$ cat src/rtl/stream64b_to_32b_writer_pkg.sv
// Shared widths, FIFO entry payload and phase encoding for the 64b->32b writer.
package stream64b_to_32b_writer_pkg;

  localparam int unsigned ACT_DATA_WIDTH = 8;
  localparam int unsigned N_DIM_ARRAY    = 8;
  localparam int unsigned WORD_W         = N_DIM_ARRAY * ACT_DATA_WIDTH;
  localparam int unsigned HALF_W         = (N_DIM_ARRAY / 2) * ACT_DATA_WIDTH;
  localparam int unsigned ADDR_W         = 32;
  localparam int unsigned STAT_W         = 32;
  localparam int unsigned FIFO_DEPTH_DEF = 2;
  localparam int unsigned ADDR_STEP_DEF  = 4;

  // One buffered input word with the byte address of its low half
  typedef struct packed {
    logic [ADDR_W-1:0] addr;
    logic [WORD_W-1:0] word;
  } entry_t;

  localparam int unsigned ENTRY_W = $bits(entry_t);

  typedef enum logic {
    PH_LOW  = 1'b0,
    PH_HIGH = 1'b1
  } phase_e;

  // Select lanes 0..N/2-1 (hi=0) or lanes N/2..N-1 (hi=1)
  function automatic logic [HALF_W-1:0] half_sel(input logic [WORD_W-1:0] w, input logic hi);
    return hi ? w[WORD_W-1 -: HALF_W] : w[HALF_W-1:0];
  endfunction

endpackage

$ cat src/rtl/stream64b_to_32b_writer_stream_fifo.sv
// stream_fifo: synchronous FIFO with registered occupancy and naturally
// wrapping pointers. Head entry is visible whenever empty_o is low.
//   clk, rst_n : clock, asynchronous active-low reset
//   push_i     : write data_i at tail (ignored when full)
//   pop_i      : drop head entry (ignored when empty)
//   data_i     : entry to write
//   head_o     : entry at head
//   full_o     : occupancy == DEPTH
//   empty_o    : occupancy == 0
module stream_fifo #(
  parameter int unsigned WIDTH = 8,
  parameter int unsigned DEPTH = 2
) (
  input  logic             clk,
  input  logic             rst_n,
  input  logic             push_i,
  input  logic             pop_i,
  input  logic [WIDTH-1:0] data_i,
  output logic [WIDTH-1:0] head_o,
  output logic             full_o,
  output logic             empty_o
);

  localparam int unsigned PTR_W = (DEPTH > 1) ? $clog2(DEPTH) : 1;
  localparam int unsigned CNT_W = PTR_W + 1;

  logic [WIDTH-1:0] mem_q [DEPTH];
  logic [PTR_W-1:0] wr_ptr_q, wr_ptr_d;
  logic [PTR_W-1:0] rd_ptr_q, rd_ptr_d;
  logic [CNT_W-1:0] cnt_q, cnt_d;
  logic             push_ok, pop_ok;

  assign full_o  = (cnt_q == CNT_W'(DEPTH));
  assign empty_o = (cnt_q == '0);
  assign push_ok = push_i && !full_o;
  assign pop_ok  = pop_i && !empty_o;
  assign head_o  = mem_q[rd_ptr_q];

  // Pointer and occupancy next state
  always_comb begin
    wr_ptr_d = wr_ptr_q;
    rd_ptr_d = rd_ptr_q;
    cnt_d    = cnt_q;
    if (push_ok) wr_ptr_d = wr_ptr_q + PTR_W'(1);
    if (pop_ok)  rd_ptr_d = rd_ptr_q + PTR_W'(1);
    cnt_d = cnt_q + CNT_W'(push_ok) - CNT_W'(pop_ok);
  end

  always_ff @(posedge clk or negedge rst_n) begin
    if (!rst_n) begin
      wr_ptr_q <= '0;
      rd_ptr_q <= '0;
      cnt_q    <= '0;
    end else begin
      wr_ptr_q <= wr_ptr_d;
      rd_ptr_q <= rd_ptr_d;
      cnt_q    <= cnt_d;
    end
  end

  // Storage
  always_ff @(posedge clk or negedge rst_n) begin
    if (!rst_n) begin
      for (int i = 0; i < int'(DEPTH); i++) mem_q[i] <= '0;
    end else if (push_ok) begin
      mem_q[wr_ptr_q] <= data_i;
    end
  end

endmodule

$ cat src/rtl/stream64b_to_32b_writer.sv
// stream64b_to_32b_writer: buffers N_DIM_ARRAY-lane activation words and
// serializes each into a low-half beat (at input_addr) followed by a
// high-half beat (at input_addr + ADDR_STEP) under a valid/grant handshake.
//   clk, reset   : clock, asynchronous active-low reset
//   input_en     : input word valid; accepted when input_ready is high
//   input_word   : packed lanes, lane i at [i*ACT_DATA_WIDTH +: ACT_DATA_WIDTH]
//   input_addr   : byte address of the low half
//   input_ready  : FIFO not full (from registered occupancy only)
//   output_word  : current 32-bit beat
//   output_addr  : current beat address
//   output_en    : beat valid (FIFO not empty)
//   output_gnt   : memory accepted the beat
// Optional STREAM64B_TO_32B_STATS_EN adds saturating counters:
//   stat_beats   : granted beats
//   stat_stall   : cycles with a beat presented but not granted
module stream64b_to_32b_writer
  import stream64b_to_32b_writer_pkg::*;
#(
  parameter int unsigned FIFO_DEPTH = FIFO_DEPTH_DEF,
  parameter int unsigned ADDR_STEP  = ADDR_STEP_DEF
) (
  input  logic                     clk,
  input  logic                     reset,
  input  logic                     input_en,
  input  logic signed [WORD_W-1:0] input_word,
  input  logic        [ADDR_W-1:0] input_addr,
  output logic                     input_ready,
  output logic signed [HALF_W-1:0] output_word,
  output logic        [ADDR_W-1:0] output_addr,
  output logic                     output_en,
  input  logic                     output_gnt
`ifdef STREAM64B_TO_32B_STATS_EN
  ,
  output logic        [STAT_W-1:0] stat_beats,
  output logic        [STAT_W-1:0] stat_stall
`endif
);

  entry_t             push_entry;
  entry_t             head;
  logic               fifo_full, fifo_empty;
  logic               push, pop_c, beat_fire;
  phase_e             phase_q, phase_d;
  logic [HALF_W-1:0]  cur_word;
  logic [ADDR_W-1:0]  cur_addr;
  logic [HALF_W-1:0]  hold_word_q;
  logic [ADDR_W-1:0]  hold_addr_q;

  assign push_entry = '{addr: input_addr, word: input_word};
  assign input_ready = !fifo_full;
  assign push        = input_en && input_ready;
  assign output_en   = !fifo_empty;
  assign beat_fire   = output_en && output_gnt;

  stream_fifo #(
    .WIDTH (ENTRY_W),
    .DEPTH (FIFO_DEPTH)
  ) u_fifo (
    .clk     (clk),
    .rst_n   (reset),
    .push_i  (push),
    .pop_i   (pop_c),
    .data_i  (push_entry),
    .head_o  (head),
    .full_o  (fifo_full),
    .empty_o (fifo_empty)
  );

  // Phase state register
  always_ff @(posedge clk or negedge reset) begin
    if (!reset) phase_q <= PH_LOW;
    else        phase_q <= phase_d;
  end

  // Phase next state; the head is popped when its high beat is granted
  always_comb begin
    phase_d = phase_q;
    pop_c   = 1'b0;
    if (beat_fire) begin
      case (phase_q)
        PH_LOW:  phase_d = PH_HIGH;
        PH_HIGH: begin
          phase_d = PH_LOW;
          pop_c   = 1'b1;
        end
        default: phase_d = PH_LOW;
      endcase
    end
  end

  // Half-select mux; address wraps at 32 bits
  assign cur_word = half_sel(head.word, phase_q == PH_HIGH);
  assign cur_addr = (phase_q == PH_HIGH) ? (head.addr + ADDR_W'(ADDR_STEP)) : head.addr;

  // Last presented beat, so the outputs hold their value while empty
  always_ff @(posedge clk or negedge reset) begin
    if (!reset) begin
      hold_word_q <= '0;
      hold_addr_q <= '0;
    end else if (!fifo_empty) begin
      hold_word_q <= cur_word;
      hold_addr_q <= cur_addr;
    end
  end

  assign output_word = fifo_empty ? hold_word_q : cur_word;
  assign output_addr = fifo_empty ? hold_addr_q : cur_addr;

`ifdef STREAM64B_TO_32B_STATS_EN
  logic [STAT_W-1:0] beats_q, stall_q;

  // Saturating beat/stall counters, cleared only by reset
  always_ff @(posedge clk or negedge reset) begin
    if (!reset) begin
      beats_q <= '0;
      stall_q <= '0;
    end else begin
      if (beat_fire && (beats_q != '1)) beats_q <= beats_q + STAT_W'(1);
      if (output_en && !output_gnt && (stall_q != '1)) stall_q <= stall_q + STAT_W'(1);
    end
  end

  assign stat_beats = beats_q;
  assign stat_stall = stall_q;
`endif

endmodule

$ cat config.mk
export PLATFORM = sky130hd
export DESIGN_NAME = stream64b_to_32b_writer
export DESIGN_NICKNAME = d
export VERILOG_FILES = /design/src/rtl/stream64b_to_32b_writer_pkg.sv /design/src/rtl/stream64b_to_32b_writer_stream_fifo.sv /design/src/rtl/stream64b_to_32b_writer.sv
export SDC_FILE = /design/constraint.sdc
export NUM_CORES = 1
export LEC_CHECK = 0
export ABC_AREA = 1
export BUFFER_PORTS_ARGS = -buffer_cell sky130_fd_sc_hd__buf_2
export CAP_MARGIN = 20
export CORE_ASPECT_RATIO = 1.2
export CORE_MARGIN = 4
export CORE_UTILIZATION = 35
export DETAILED_ROUTE_END_ITERATION = 12
export GPL_TIMING_DRIVEN = 0
export PLACE_DENSITY = 0.6
export REMOVE_ABC_BUFFERS = 1
export SYNTH_ARGS = -nofsm -noshare
export SYNTH_HDL_FRONTEND = slang
export SYNTH_SLANG_ARGS = --single-unit
$ cat constraint.sdc
create_clock -name clk -period 2.4 [get_ports clk]
set_input_delay 0.24 -clock clk [delete_from_list [all_inputs] [get_ports clk]]
set_output_delay 0.24 -clock clk [all_outputs]
set_load 0.02 [all_outputs]
### After elaboration in Yosys (flattened, before gate mapping)

Cells that the tools add are included.

| word-level totals | value |
|---|---|
| bits in registers | 261 |
| bits in latches | 0 |
| bits in writable memories | 0 |
| memory bits (read-only) | 0 |
| bits of input ports | 100 |
| output and inout bits | 66 |
| logic and storage cells | 41 |
| memories kept | 0 |

| operators by class | value |
|---|---|
| $add $sub $neg | 5 |
| multipliers | 0 |
| div/mod/pow operators | 0 |
| order comparisons | 3 |
| equality and inequality tests | 1 |
| shift-type cells | 0 |
| multiplexer cells | 13 |
| bitwise gates (word level) | 3 |
| reductions and logical operators | 8 |

Operators by type and width:

| cell | number |
|---|---|
| 2-to-1 mux 96 bit | 4 |
| bitwise mux 192 bit | 1 |
| 2-to-1 mux 32 bit | 4 |
| demux 96 bit (select 1 bit) | 1 |
| adder 32 x 3 -> 32 bit, second input constant | 1 |
| logical AND 1 bit | 5 |
| >= comparator 2 bit, second input constant | 2 |
| inverter 1 -> 2 bit | 2 |
| adder 1 bit, second input constant | 2 |
| adder 2 x 1 -> 2 bit | 1 |
| equality test 2 bit, second input constant | 1 |
| zero test 1 bit | 2 |
| zero test 2 bit | 1 |
| < comparator 2 x 1 -> 1 bit, second input constant | 1 |
| 2-to-1 mux 1 bit | 2 |
| one-hot mux 1 bit (2 select lines) | 1 |
| subtractor 2 x 1 -> 2 bit | 1 |
| inverter 1 bit | 1 |

### Logic depth before layout (Yosys ltp)

Gate-level depths: netlist (run 1).

| depth | value |
|---|---|
| word-level depth | 7 |
| mapped depth | 14 |
| depth with buffers taken out | 13 |

### By module

A second synthesis (run 1) with hierarchy kept.

| second synthesis, totals | value |
|---|---|
| cell total of the unflattened synthesis | 1,658 |
| area, all modules | 12,771.0 µm² |

By module, submodules not included:

| module | times used | cells each | area each (µm²) | seq. area each (µm²) |
|---|---|---|---|---|
| stream_fifo | 1 | 1,194 | 9,303.9 | 4,904.7 |
| stream64b_to_32b_writer | 1 | 464 | 3,467.1 | 1,626.6 |

### Worst setup path before layout (run 1)

OpenSTA, ideal clock, no wires.

| path | value |
|---|---|
| path type | register -> output |
| from | register u_fifo.rd_ptr_q |
| to | output port output_addr[12] |
| arrival | 1.910 ns |
| data required time | 2.160 ns |
| setup slack | 0.250 ns |
| cell stages (with the launch flop) | 14 |
| buffers on the path | 1 |
| cells stage by stage | dfrtp_1 -> inv_2 -> buf_6 -> nand2_1 -> nand2_1 -> inv_1 -> ha_1 -> nand2_1 -> inv_1 -> nand3_1 -> inv_1 -> nand2_1 -> nand2_1 -> o21ai_0 |

| between the ends | value |
|---|---|
| longest elaborated chain between the ends | 7 |

Ends and longest elaborated chain:

| what | RTL line | RTL |
|---|---|---|
| start: declaration | stream64b_to_32b_writer_stream_fifo.sv:29 | `logic [PTR_W-1:0] rd_ptr_q, rd_ptr_d;` |
| start signal: assignment | stream64b_to_32b_writer_stream_fifo.sv:56 | `rd_ptr_q <= rd_ptr_d;` |
| inverter 1 -> 2 bit (not written as such) (*) | stream64b_to_32b_writer_stream_fifo.sv:37 | `assign head_o = mem_q[rd_ptr_q];` |
| 2-to-1 mux 96 bit (not written as such) (*) (3 in a row) | stream64b_to_32b_writer_stream_fifo.sv:37 |  |
| adder 32 x 3 -> 32 bit | stream64b_to_32b_writer.sv:93 | `assign cur_addr = (phase_q == PH_HIGH) ? (head.addr + ADDR_W'(ADDR_STEP)) : head.addr;` |
| 2-to-1 mux 32 bit (*) | stream64b_to_32b_writer.sv:93 |  |
| 2-to-1 mux 32 bit (*) | stream64b_to_32b_writer.sv:107 | `assign output_addr = fifo_empty ? hold_addr_q : cur_addr;` |
| end: declaration | stream64b_to_32b_writer.sv:29 | `output logic [ADDR_W-1:0] output_addr,` |

Mark *: on every way between the ends. The rest lies on a longest branch, timed or not. The select of a mux whose other input is x is not followed.

### Worst setup path after layout (run 1)

| path | value |
|---|---|
| from | register u_fifo.rd_ptr_q |
| to | output port output_addr[14] |

The elaborated chain is that of the path after synthesis.

==> flow_summary_export.csv, run 1 <==
group,metric,value,unit
setup_path,crit_type,"register to output pin",
route,wl,37100,µm
floorplanning,rows,73,
global_route,track_usage,0.193,
route,viasPerCell,4.79,
power,power-per-cell-area,1600,nW/µm²
power,combPwrFrac,0.570,
status,status,"finished, violations left",
sta,finClkSkew,0.00787,ns
power,p_clk_frac,0.156,
power,p_sw,11.8,mW
clock_network,path_clk_slew,0.06,ns
place,io_buffers,165,
floorplanning,dieArea,36800,µm²
sta,clock.fmax,345,MHz
sta,rsz0062_at_grt,"true",
sta,slew_violations,0,
synthesis,synth_ff_type,"dfrtp_1",
clock_network,clk_latency,0.54,ns
synthesis,ys_seq_elements,261,
clock_network,clock_path_buffers,3,
finish,regArea,6540,µm²
floorplanning,fp.dieH,209,µm
route,routedWlPerCell,16.2,µm
synthesis,ys_types,29,
finish,num_antenna_cells,0,
finish,fin_nets,1932,
floorplanning,start_util,0.356,
setup_path,endpoint_kind,"output pin",
global_route,grt_pass1_vias,10900,
sta,finalHoldViolCount,0,
global_route,antenna_found_initial,1,
setup_path,crit_arrival,2.66,ns
global_route,grt_overflow,0,
clock_network,cts.sinks,261,
synthesis,synth_edf_count,0,
route,drcViolationCount,0,
power,irDropWorstVdd,787,µV
place,gp_congestion,0.860,
route,vias,11000,
synthesis,async_reset_ff_frac,1.00,
route,drt.antenna.violating_nets,0,
clock_network,cts_tree,"yes",
place,dpl.hpwl,18800,µm
sta,tightest_slew,0.773,ns
clock_network,h-tree-depth,1,
power,design_power_total,28.1,mW
global_route,grt_max_degree,107,
floorplanning,core_region_area,33200,µm²
setup_path,crit_fanout,7,
synthesis,yosysWarnings,0,
power,switching_share,0.420,
setup_path,cp.required,2.16,ns
place,dp_cells,2021,
floorplanning,ios,166,
sta,slew_headroom,0.484,
synthesis,syn_inst,1480,
finish,multi_input_area,5140,µm²
route,dr.pass1.iters,5,
synthesis,ys_seq_area_frac,0.552,
sta,timing.final.ws_setup,-0.502,ns
synthesis,synth.avg_cell_area,8.00,µm²
clock_network,cts_buffers,29,
setup_path,startpoint_type,"register",
clock_network,root_buffer,"clkbuf_16",
finish,drive_above_1_share,0.302,
synthesis,synth_area,11800,µm²
global_route,grt_pass1_wl,57300,µm
job,cap_viol_max_count,0,
route,drt_iter0_markers,626,
finish,fin_cells,2298,
status,failed_checks,"negative setup slack",
finish,fillers,3045,
place,place_ws,-1.17,ns
power,internal_power,16.3,mW
power,p_seq_frac,0.275,
power,leakage,8.52,nW
sta,finalSetupViolCount,64,
min_path,hold_path.class,"primary input to asynchronous set/reset pin",
sta,fin_crit,2.90,ns
sta,layout_worst_path_cycle_share,1.21,
finish,area_delta_synth_final,48.2,%
floorplanning,die_w,176,µm
power by group through the flow:
stage	registers (mW)	clock network, mW	logic (mW)
CTS	7.60	4.53	14.5
detailed placement	7.75	0	9.93
floorplan	7.55	0	6.61
global placement	7.85	0	8.74
finish	7.72	4.38	16.0
global route	7.95	4.67	17.5
logic make-up after synthesis:
kind of cell,count (synthesis),synth area share
buffers and inverters,237,0.0787
and+or+nand+nor,646,0.218
DFF,261,0.552
adders and majority gates,3,0.00317
AOI/OAI and AO/OA,327,0.144
xor gates and xnor gates,6,0.00444
per-layer routing:
metal	up-vias	GRT usage	routed length (µm)
li1	5409	-	-
met1	5280	0.240	15500
met2	246	0.348	19300
met3	62	0.0247	1380
met4	2	0.0646	947
met5	-	0	13
repair_timing:
| action | CTS | global route |
|---|---|---|
| endpoints found under the setup margin | 99 | 67 |
| endpoints found under the hold margin | 255 | 0 |
| gates cloned | 16 | 2 |
| buffers inserted | 84 | 26 |
| gates resized for setup | 247 | 153 |
| hold buffers | 99 | 0 |
| pin swaps | 78 | 79 |
area by class of cell:
type | instances | area share
sequential | 261 | 0.373
multi-input combinational | 983 | 0.293
timing repair buffer | 397 | 0.211
clock buffer | 37 | 0.0465
inverter | 153 | 0.0348
tap | 450 | 0.0321
clock inverter | 13 | 0.00713
timing repair inverter | 4 | 0.00278
cell usage after synthesis, types with 3 or more instances:
cell	instances	area share
nand2_1	377	0.12
o21ai_0	275	0.12
dfrtp_1	261	0.55
nor2_1	198	0.063
inv_1	150	0.048
clkbuf_1	59	0.019
nand3_1	41	0.017
a31oi_1	32	0.017
buf_2	13	0.0055
a21oi_1	10	0.0042
nand4_1	8	0.0042
nor2_2	7	0.0037
buf_1	6	0.0019
buf_4	5	0.0032
o21ai_1	5	0.0021
nor2_4	4	0.0038
ha_1	3	0.0032
nand3_2	3	0.0025
nand3b_1	3	0.0019
or2_2	3	0.0016
xnor2_1	3	0.0022
xor2_1	3	0.0022
sequential cells by signal, indices dropped and copies added (netlist names):
name	count
u_fifo.mem_q	192
u_fifo.wr_ptr_q	1
hold_addr_q	32
u_fifo.rd_ptr_q	1
u_fifo.cnt_q	2
phase_q	1
hold_word_q	32
worst paths after layout:
kind	depth (start not counted)	endpoint	slack (ns)	startpoint
setup / recovery	13	output_addr[14]	-0.50	u_fifo.rd_ptr_q$_DFFE_PN0P_
hold / removal	2	u_fifo.mem_q[69]$_DFFE_PN0P_	0.24	reset
setup reg to reg	20	hold_addr_q[11]$_DFF_PN0_	-0.39	u_fifo.rd_ptr_q$_DFFE_PN0P_
hold reg to reg	2	u_fifo.mem_q[9]$_DFFE_PN0P_	0.48	u_fifo.mem_q[9]$_DFFE_PN0P_
max in group asynchronous	3	u_fifo.mem_q[149]$_DFFE_PN0P_	1.23	reset
min in group clk	2	u_fifo.mem_q[9]$_DFFE_PN0P_	0.48	u_fifo.mem_q[9]$_DFFE_PN0P_
metrics by stage:
| stage | utilization | area (µm²) | TNS (ns) | hold slack [ns] |
|---|---|---|---|---|
| 2_1_floorplan | - | 11500 | -361.01 | -0.0556 |
| 3_3_place_gp | 0.387 | 12900 | -1989.97 | 0.459 |
| 3_5_place_dp | 0.396 | 13200 | -60.42 | 0.231 |
| 4_1_cts | 0.507 | 16900 | -19.11 | 0.239 |
| 5_1_grt | 0.528 | 17500 | -24.09 | 0.286 |
| 6_report | 0.528 | 17500 | -16.50 | 0.244 |
cells in the final DEF, fill, tap and decap left out, types with 3 or more instances in the layout:
cell,instances
buf_16,20
a21oi_2,5
a21oi_1,3
nand3_1,22
inv_6,3
buf_2,102
a31oi_2,9
o21ai_0,218
inv_2,10
buf_4,128
nor2_4,29
inv_1,140
nand2_2,55
nand2_1,316
clkbuf_8,6
xor2_1,3
buf_6,32
nand3b_1,3
buf_12,11
nor2_2,43
nand3_2,20
dfrtp_1,257
clkinv_2,8
o21ai_4,3
clkbuf_16,31
nor2_1,138
nand2_4,8
o21ai_2,10
o21ai_1,52
dlygate4sd3_1,99
a31oi_1,23
nand4_1,8
worst max-delay path, stage by stage (launching register included):
cell and delay [ns]:
dfrtp_4 0.50, buf_16 0.16, inv_16 0.08, buf_12 0.12, buf_16 0.12, nand2_2 0.05
nand2_2 0.09, nand2_2 0.08, inv_2 0.08, nand3_4 0.13, nor2_4 0.23, a21oi_1 0.13
o21ai_2 0.19, buf_6 0.14
Note: power is estimated with default switching activity, not from simulation.
==> run 2: changes to the inputs <==
--- a/config.mk
+++ b/config.mk
@@ -5,7 +5,6 @@
 export SDC_FILE = /design/constraint.sdc
 export NUM_CORES = 1
 export LEC_CHECK = 0
-export ABC_AREA = 1
 export BUFFER_PORTS_ARGS = -buffer_cell sky130_fd_sc_hd__buf_2
 export CAP_MARGIN = 20
 export CORE_ASPECT_RATIO = 1.2
==> flow_summary_export.csv, run 2 <==
group,metric,value,unit
setup_path,reg2reg_to,"hold_addr_q[28]$_DFF_PN0_",
setup_path,crit_type,"register to output pin",
setup_path,worst_path_max_delay_cell,"dfrtp_4",
sta,slew_headroom,0.490,
global_route,grt_pass1_vias,9136,
power,leakage,7.33,nW
setup_path,cp.required,2.16,ns
finish,max_flop_register,"u_fifo.mem_q",
clock_network,root_buffer,"clkbuf_16",
finish,num_antenna_cells,0,
setup_path,cp_common_cell,"buf_12",
finish,fin_nets,1315,
route,wl,31600,µm
sta,layout_worst_path_cycle_share,1.37,
route,wl_met1,12500,µm
route,drt_iter0_markers,316,
sta,tightest_slew,0.765,ns
setup_path,crit_arrival,3.04,ns
synthesis,ys_types,48,
sta,finalSetupViolCount,69,
finish,drive_above_1_share,0.525,
power,power-per-cell-area,1630,nW/µm²
setup_path,worst-r2r-setup-slack,-0.15,ns
place,place_ws,-1.68,ns
clock_network,h-tree-depth,1,
power,design_power_total,27.4,mW
finish,top_regs,"u_fifo.mem_q x192, hold_addr_q x32, hold_word_q x32",
place,io_buffers,165,
finish,final_cell_mix,"dfrtp_1, mux2_2, buf_2, dlygate4sd3_1, nand2_1",
setup_path,crit_fanout,7,
synthesis,syn_inst,886,
clock_network,clock_path_buffers,3,
route,drt.antenna.violating_nets,0,
synthesis,synth_edf_count,0,
sta,slew_violations,0,
job,cap_viol_max_count,0,
sta,clock.fmax,305,MHz
global_route,grt_pass1_wl,49200,µm
finish,regArea,6540,µm²
floorplanning,ios,166,
sta,fin_crit,3.28,ns
route,highest_layer,"met5",
place,dpl.hpwl,18000,µm
route,routedWlPerCell,18.7,µm
floorplanning,die_w,175,µm
synthesis,synth_commonest_cells,"dfrtp_1, mux2_2, nand2_1",
setup_path,critPathMaxStageDelay,0.52,ns
route,wl_met3,1340,µm
route,wl_met2,16700,µm
finish,multi_input_area,5620,µm²
min_path,hold_path_end,"u_fifo.wr_ptr_q$_DFFE_PN0P_",
setup_path,endpoint_kind,"output pin",
clock_network,cts_buffers,29,
status,status,"finished, violations left",
global_route,grt_max_degree,114,
setup_path,startpoint_type,"register",
synthesis,yosysWarnings,0,
synthesis,synth.avg_cell_area,13.2,µm²
sta,rsz0062_at_grt,"true",
sta,finClkSkew,0.0223,ns
route,dr.pass1.iters,4,
min_path,hold_path.class,"primary input to register",
global_route,antenna_found_initial,1,
sta,finalHoldViolCount,0,
floorplanning,dieArea,36500,µm²
synthesis,yosys.cell_count.top_type,"dfrtp_1",
min_path,hold_depth,3,
synthesis,async_reset_ff_frac,1.00,
status,failed_checks,"negative setup slack",
synthesis,synth_top_area_cell,"dfrtp_1",
floorplanning,core_region_area,33100,µm²
global_route,grt_overflow,0,
place,gp_congestion,0.730,
min_path,hp-start,"input_en",
synthesis,synth_top_cell_area_share,0.558,
clock_network,clk_latency,0.55,ns
finish,mostFrequentLayoutCell,"dfrtp_1",
finish,fillers,2882,
synthesis,ys_seq_elements,261,
floorplanning,rows,73,
route,drcViolationCount,0,
floorplanning,fp.dieH,208,µm
sta,timing.final.ws_setup,-0.877,ns
finish,area_delta_synth_final,43.9,%
global_route,track_usage,0.166,
synthesis,synth_area_leaders,"dfrtp_1, mux2_2, mux4_2",
synthesis,synth_area,11700,µm²
route,viasPerCell,5.00,
setup_path,r2r_cells,10,
finish,largest_register_ff_count,192,
synthesis,synth_ff_type,"dfrtp_1",
setup_path,r2r-start,"u_fifo.rd_ptr_q$_DFFE_PN0P_",
synthesis,ys_seq_area_frac,0.558,
clock_network,path_clk_slew,0.06,ns
power,irDropWorstVdd,911,µV
setup_path,critPathBufInv,5,
floorplanning,start_util,0.354,
clock_network,cts_tree,"yes",
setup_path,path_cells,"buf_16 -> buf_12 -> buf_12 -> nand4_1 -> buf_4 -> a21oi_2 -> and4_4 -> a31oi_1 -> o31ai_4 -> buf_6",
clock_network,cts.sinks,261,
setup_path,critPathTopFamily,"buffers and inverters",
route,vias,8428,
-- run 2: cells by family after synthesis --
kind of cell,count (synthesis),synth area share
compound gates,62,0.0372
xor+xnor,20,0.0150
fa+ha+maj,3,0.00320
buf+inv,55,0.0216
flops,261,0.558
mux,258,0.276
simple gates,227,0.0894
-- run 2: repair_timing --
item | 4_1_cts | 5_1_grt
gates resized for setup | 106 | 178
endpoints found under the setup margin | 160 | 97
cloned | 5 | 3
endpoints found under the hold margin | 236 | 0
hold buffers | 98 | 0
pin swaps | 43 | 73
setup buffers | 35 | 33
-- run 2: layout make-up --
class	instances	share of cell area
clock inverter	8	0.00594
sequential	261	0.388
timing repair buffer	342	0.188
clock buffer	46	0.0498
multi-input combinational	572	0.333
tap	450	0.0334
inverter	6	0.00208
-- run 2: through the flow --
step            TNS, ns   util  cell area, µm²  hold slack, ns  cells
2_1_floorplan   -675.74      -           11500         -0.0556    837
5_1_grt          -45.50  0.510           16900           0.101   1685
3_3_place_gp   -2551.68  0.389           12900           0.444   1452
6_report         -38.81  0.510           16900           0.101   1685
4_1_cts          -31.28  0.481           15900          0.0720   1655
3_5_place_dp     -51.52  0.398           13200           0.167   1463
-- run 2: worst max path at each step --
stage,startpoint,to,slack [ns],cells past startpoint
floorplan,u_fifo.cnt_q[1]$_DFF_PN0_,u_fifo.mem_q[100]$_DFFE_PN0P_,-3.02,4
global placement,u_fifo.cnt_q[1]$_DFF_PN0_,u_fifo.cnt_q[1]$_DFF_PN0_,-6.63,9
detailed placement,u_fifo.rd_ptr_q$_DFFE_PN0P_,output_addr[28],-1.68,9
CTS,u_fifo.rd_ptr_q$_DFFE_PN0P_,output_addr[28],-0.87,9
global route,u_fifo.rd_ptr_q$_DFFE_PN0P_,output_addr[8],-0.94,11
finish,u_fifo.rd_ptr_q$_DFFE_PN0P_,output_addr[28],-0.88,10
-- run 2: tightest hold or removal path, stage by stage --
cell and delay (ns):
buf_2 0.10, nand2_1 0.18, xnor2_1 0.09
-- run 2: metal layers --
metal,GRT usage,vias to the layer above
li1,-,3847
met1,0.200,4349
met2,0.301,167
met3,0.0323,63
met4,0.0474,2
met5,0,-
-- run 2: power by group --
part           leakage [nW]  internal, mW  total (mW)  switching (mW)
clock network         0.457          2.61        4.40            1.79
logic                  3.79          7.68        15.0            7.34
registers              3.08          6.75        8.02            1.27
